<file path="src/rtl/sort4_engine.sv">
// Four-word buffer sorted in place by odd-even transposition, then drained in order.
// Define SORT4_DESCEND_EN for descending output (maximum first).

module sort4_cas #(
  parameter int WIDTH = 32
) (
  input  logic [WIDTH-1:0] lo,
  input  logic [WIDTH-1:0] hi,
  output logic             swap
);
`ifdef SORT4_DESCEND_EN
  assign swap = $signed(lo) < $signed(hi);
`else
  assign swap = $signed(lo) > $signed(hi);
`endif
endmodule

module sort4_engine #(
  parameter int WIDTH = 32
) (
  input  logic             clk,
  input  logic             rst,
  input  logic             in_valid,
  output logic             in_ready,
  input  logic [WIDTH-1:0] in_data,
  output logic             out_valid,
  input  logic             out_ready,
  output logic [WIDTH-1:0] out_data,
  output logic             busy
);
  localparam logic [1:0] LOAD  = 2'd0;
  localparam logic [1:0] SORT  = 2'd1;
  localparam logic [1:0] DRAIN = 2'd2;

  logic [1:0]            state;
  logic [3:0][WIDTH-1:0] bank;
  logic [1:0]            wr_idx, rd_idx, pass;
  logic [2:0]            swap;

  // swap[g] compares neighbours (g, g+1); even passes use 0 and 2, odd passes use 1
  for (genvar g = 0; g < 3; g++) begin : g_cas
    sort4_cas #(.WIDTH(WIDTH)) u_cas (
      .lo   (bank[g]),
      .hi   (bank[g+1]),
      .swap (swap[g])
    );
  end

  always_ff @(posedge clk) begin
    if (rst) begin
      state  <= LOAD;
      bank   <= '0;
      wr_idx <= 2'd0;
      rd_idx <= 2'd0;
      pass   <= 2'd0;
    end else begin
      case (state)
        LOAD: if (in_valid) begin
          bank[wr_idx] <= in_data;
          wr_idx       <= wr_idx + 2'd1;
          if (wr_idx == 2'd3) begin
            state <= SORT;
            pass  <= 2'd0;
          end
        end
        SORT: begin
          if (!pass[0]) begin
            if (swap[0]) begin
              bank[0] <= bank[1];
              bank[1] <= bank[0];
            end
            if (swap[2]) begin
              bank[2] <= bank[3];
              bank[3] <= bank[2];
            end
          end else if (swap[1]) begin
            bank[1] <= bank[2];
            bank[2] <= bank[1];
          end
          pass <= pass + 2'd1;
          if (pass == 2'd3) begin
            state  <= DRAIN;
            rd_idx <= 2'd0;
          end
        end
        DRAIN: if (out_ready) begin
          rd_idx <= rd_idx + 2'd1;
          if (rd_idx == 2'd3) state <= LOAD;
        end
        default: state <= LOAD;
      endcase
    end
  end

  assign in_ready  = (state == LOAD);
  assign out_valid = (state == DRAIN);
  assign out_data  = out_valid ? bank[rd_idx] : '0;
  assign busy      = (state != LOAD) || (wr_idx != 2'd0);

endmodule

</file>
<file path="config.mk">
export PLATFORM = sky130hd
export DESIGN_NAME = sort4_engine
export DESIGN_NICKNAME = d
export VERILOG_FILES = /design/src/rtl/sort4_engine.sv
export SDC_FILE = /design/constraint.sdc
export NUM_CORES = 1
export LEC_CHECK = 0
export CAP_MARGIN = 10
export CORE_MARGIN = 10
export CORE_UTILIZATION = 55
export CTS_CLUSTER_SIZE = 10
export DETAILED_ROUTE_END_ITERATION = 16
export PLACE_DENSITY = 0.75
export SKIP_CTS_REPAIR_TIMING = 1
export SYNTH_ARGS = -nofsm -noshare
export SYNTH_HDL_FRONTEND = slang
export SYNTH_SLANG_ARGS = --single-unit
</file>
<file path="constraint.sdc">
create_clock -name clk -period 8.9 [get_ports clk]
set_input_delay 2.225 -clock clk [delete_from_list [all_inputs] [get_ports clk]]
set_output_delay 2.225 -clock clk [all_outputs]
set_load 0.1 [all_outputs]
</file>
==> run metrics <==
Tcrit/Tclk final 0.656; CTS sink cnt 136; met1 usage 0.357; via count 10700; Hold Crit Depth 2; worst-path cell chain nor2b_2, buf_4, and2_1, clkdlybuf4s50_1; Final Hold Viols 0; post-synth top area share 0.239; RSZ-0062 raised after global routing no; IO Count 71; chip height 164 um; Critical Path Fanout Max 19; antenna viol nets, final 0; Final nets 1507; worst reg2reg path startpoint bank[111]; top post-synthesis cells by area dfxtp_1 24%, ha_1 11%, mux2_4 7.9%; Seq/Total Area, Yosys 0.239; root buffer cell clkbuf_16; non-filler cells, final 1651; max-slew violation count 0; pin count of the biggest net entering global routing 125; final setup fails 0; Worst Skew 0.0105 ns; Async SR Flop Fraction 0; setup_tns 0 ns; number of synthesized register bits 136; reg2reg setup slack 4.71 ns; synth cell count leaders 216 x nor2_1, 136 x dfxtp_1, 103 x inv_1, 102 x ha_1, 96 x nand2_1; count of yosys warnings during synthesis 0; Post-route DRC 0; met3 usage 0.0413; Initial Util 0.562; area of placed instances 12100 um2; num rows 52; worst reg2reg path depth 9; Clock Tree Buf Depth 2; endpoint type of the worst setup path output port; Die ar. 26900 um2; VDD IR max 141 uV; ANT cells 0; drt pass-1 iters 6; startpoint types flop; clk_lat worst skew 0.43 ns; Port Buffer Count 70; Routed WL 35900 um; CP max-delay cell clkdlybuf4s50_1; GPL Wtd Cong 0.868; TritonCTS clock tree done; status completed; hold_ws 0.506 ns; Synth cell types 47; Worst path max stage delay 1.16 ns; share of layout cells above drive strength 1 0.115; wire per inst 21.8 um; Slew HR 0.177; Core Area 20300 um2; met2 usage 0.425; H-tree depth 4; global-route wire length before repair 57200 um; synthesized cell area 11400 um2; overflow left after global routing 0; clock buffer count from CTS 17; Worst Hold Path EP pass[1]; Die Span X 164 um; maxcap violations 0; EDFF count, synth 0; gr busiest metal met2; crit path time final 5.84 ns; Iter 0 DRT Violations 1180; reg2reg end bank[107]; CP startpoint state[1]; vias in the first global route 10300; Area growth, synth to finish 10.2%; Via density 6.50; top cell type by total area after synthesis dfxtp_1; cell leakage power 0.00451 uW; Tightest Pin Transition 1.23 ns; number of antenna violations at the first check in global routing 0; main flop type after synthesis dfxtp_1; Crit Path Class flop to output port; placed insts 1620; Power Dens Cells 149 nW/um2; Gate Count Post-Synth 1382; hold path startpoint pass[1]; fill cell count 1781; cell with the most instances after synthesis nor2_1; Util after Layout 0.619; hpwl dp 22400 um; Worst-path clk slew 0.06 ns; Worst EP arrival 3.61 ns; Critical Path RT 6.68 ns; fmax 0.171 GHz; Hold Crit Class flop to flop; Mapped Nets 1520; Finished Cell Area 12600 um2; GRT Util Overall 0.265; Avg Inst Size Synth 8.25 um2
[per-layer routing]
| layer | routed length (um) | vias up |
|---|---|---|
| met5 | 0 | - |
| met4 | 941 | 0 |
| met2 | 16300 | 566 |
| met3 | 3480 | 68 |
| li1 | - | 4974 |
| met1 | 15200 | 5131 |
[critical path, delay by kind of cell (launching register included)]
kind | cells | cell delay (ns)
buffers and inverters | 2 | 1.55
flip-flops | 1 | 0.61
AND/OR/NAND/NOR | 2 | 1.02
[power by group]
group	total (uW)	internal (uW)	leakage, uW	switching [uW]
Sequential	679	639	0.00111	40.1
Clock	645	368	0.000249	277
Combinational	543	191	0.00316	352
[placed cells by master, fill, tap and decap left out, drive strengths merged, types with 19 or more instances in the layout]
cell,n
a211oi,64
a21oi,53
a311oi,65
a31oi,65
and2,33
buf,20
clkbuf,27
clkdlybuf4s50,69
dfxtp,136
ha,102
inv,103
mux2,64
mux2i,64
mux4,32
nand2,96
nand3,72
nand4,19
nor2,216
[worst max path at each step]
| stage | to | slack (ns) |
|---|---|---|
| floorplan | busy | 3.76 |
| global placement | out_data[13] | 3.67 |
| detailed placement | out_data[5] | 3.57 |
| CTS | out_data[5] | 3.11 |
| global route | out_data[5] | 3.01 |
| finish | out_data[5] | 3.06 |
[through the flow]
stage | setup WS (ns) | power, uW
floorplan | 3.76 | 1050
global placement | 3.67 | 1200
detailed placement | 3.57 | 1220
CTS | 3.11 | 1850
global route | 3.01 | 1930
finish | 3.06 | 1870
[cells by family (layout without fill, tap and decap cells)]
family                   count (synthesis)  count (layout)  share of synthesized area
XOR/XNOR                                 1               1                   0.000768
AO/OA/AOI/OAI                          288             288                      0.179
adder cells (fa/ha/maj)                102             102                      0.112
AND/OR/NAND/NOR                        471             471                      0.184
buffers and inverters                  224             223                     0.0830
flip-flops                             136             136                      0.239
multiplexers                           160             160                      0.202
[registers in the layout (all words and copies together) (netlist names)]
name / flops
bank: 128
pass: 2
rd_idx: 2
state: 2
wr_idx: 2
[final cells by class]
cell class / count / area [um2] / area share
flip-flops and latches: 136 / 2730 / 0.217
multi-input cells: 1022 / 7770 / 0.618
repair buffers: 89 / 845 / 0.0672
inverters: 103 / 387 / 0.0308
clock buffers: 27 / 483 / 0.0384
well taps: 270 / 338 / 0.0269
clock inverters: 4 / 20.0 / 0.00159
Power figures use the tool's default switching activity.
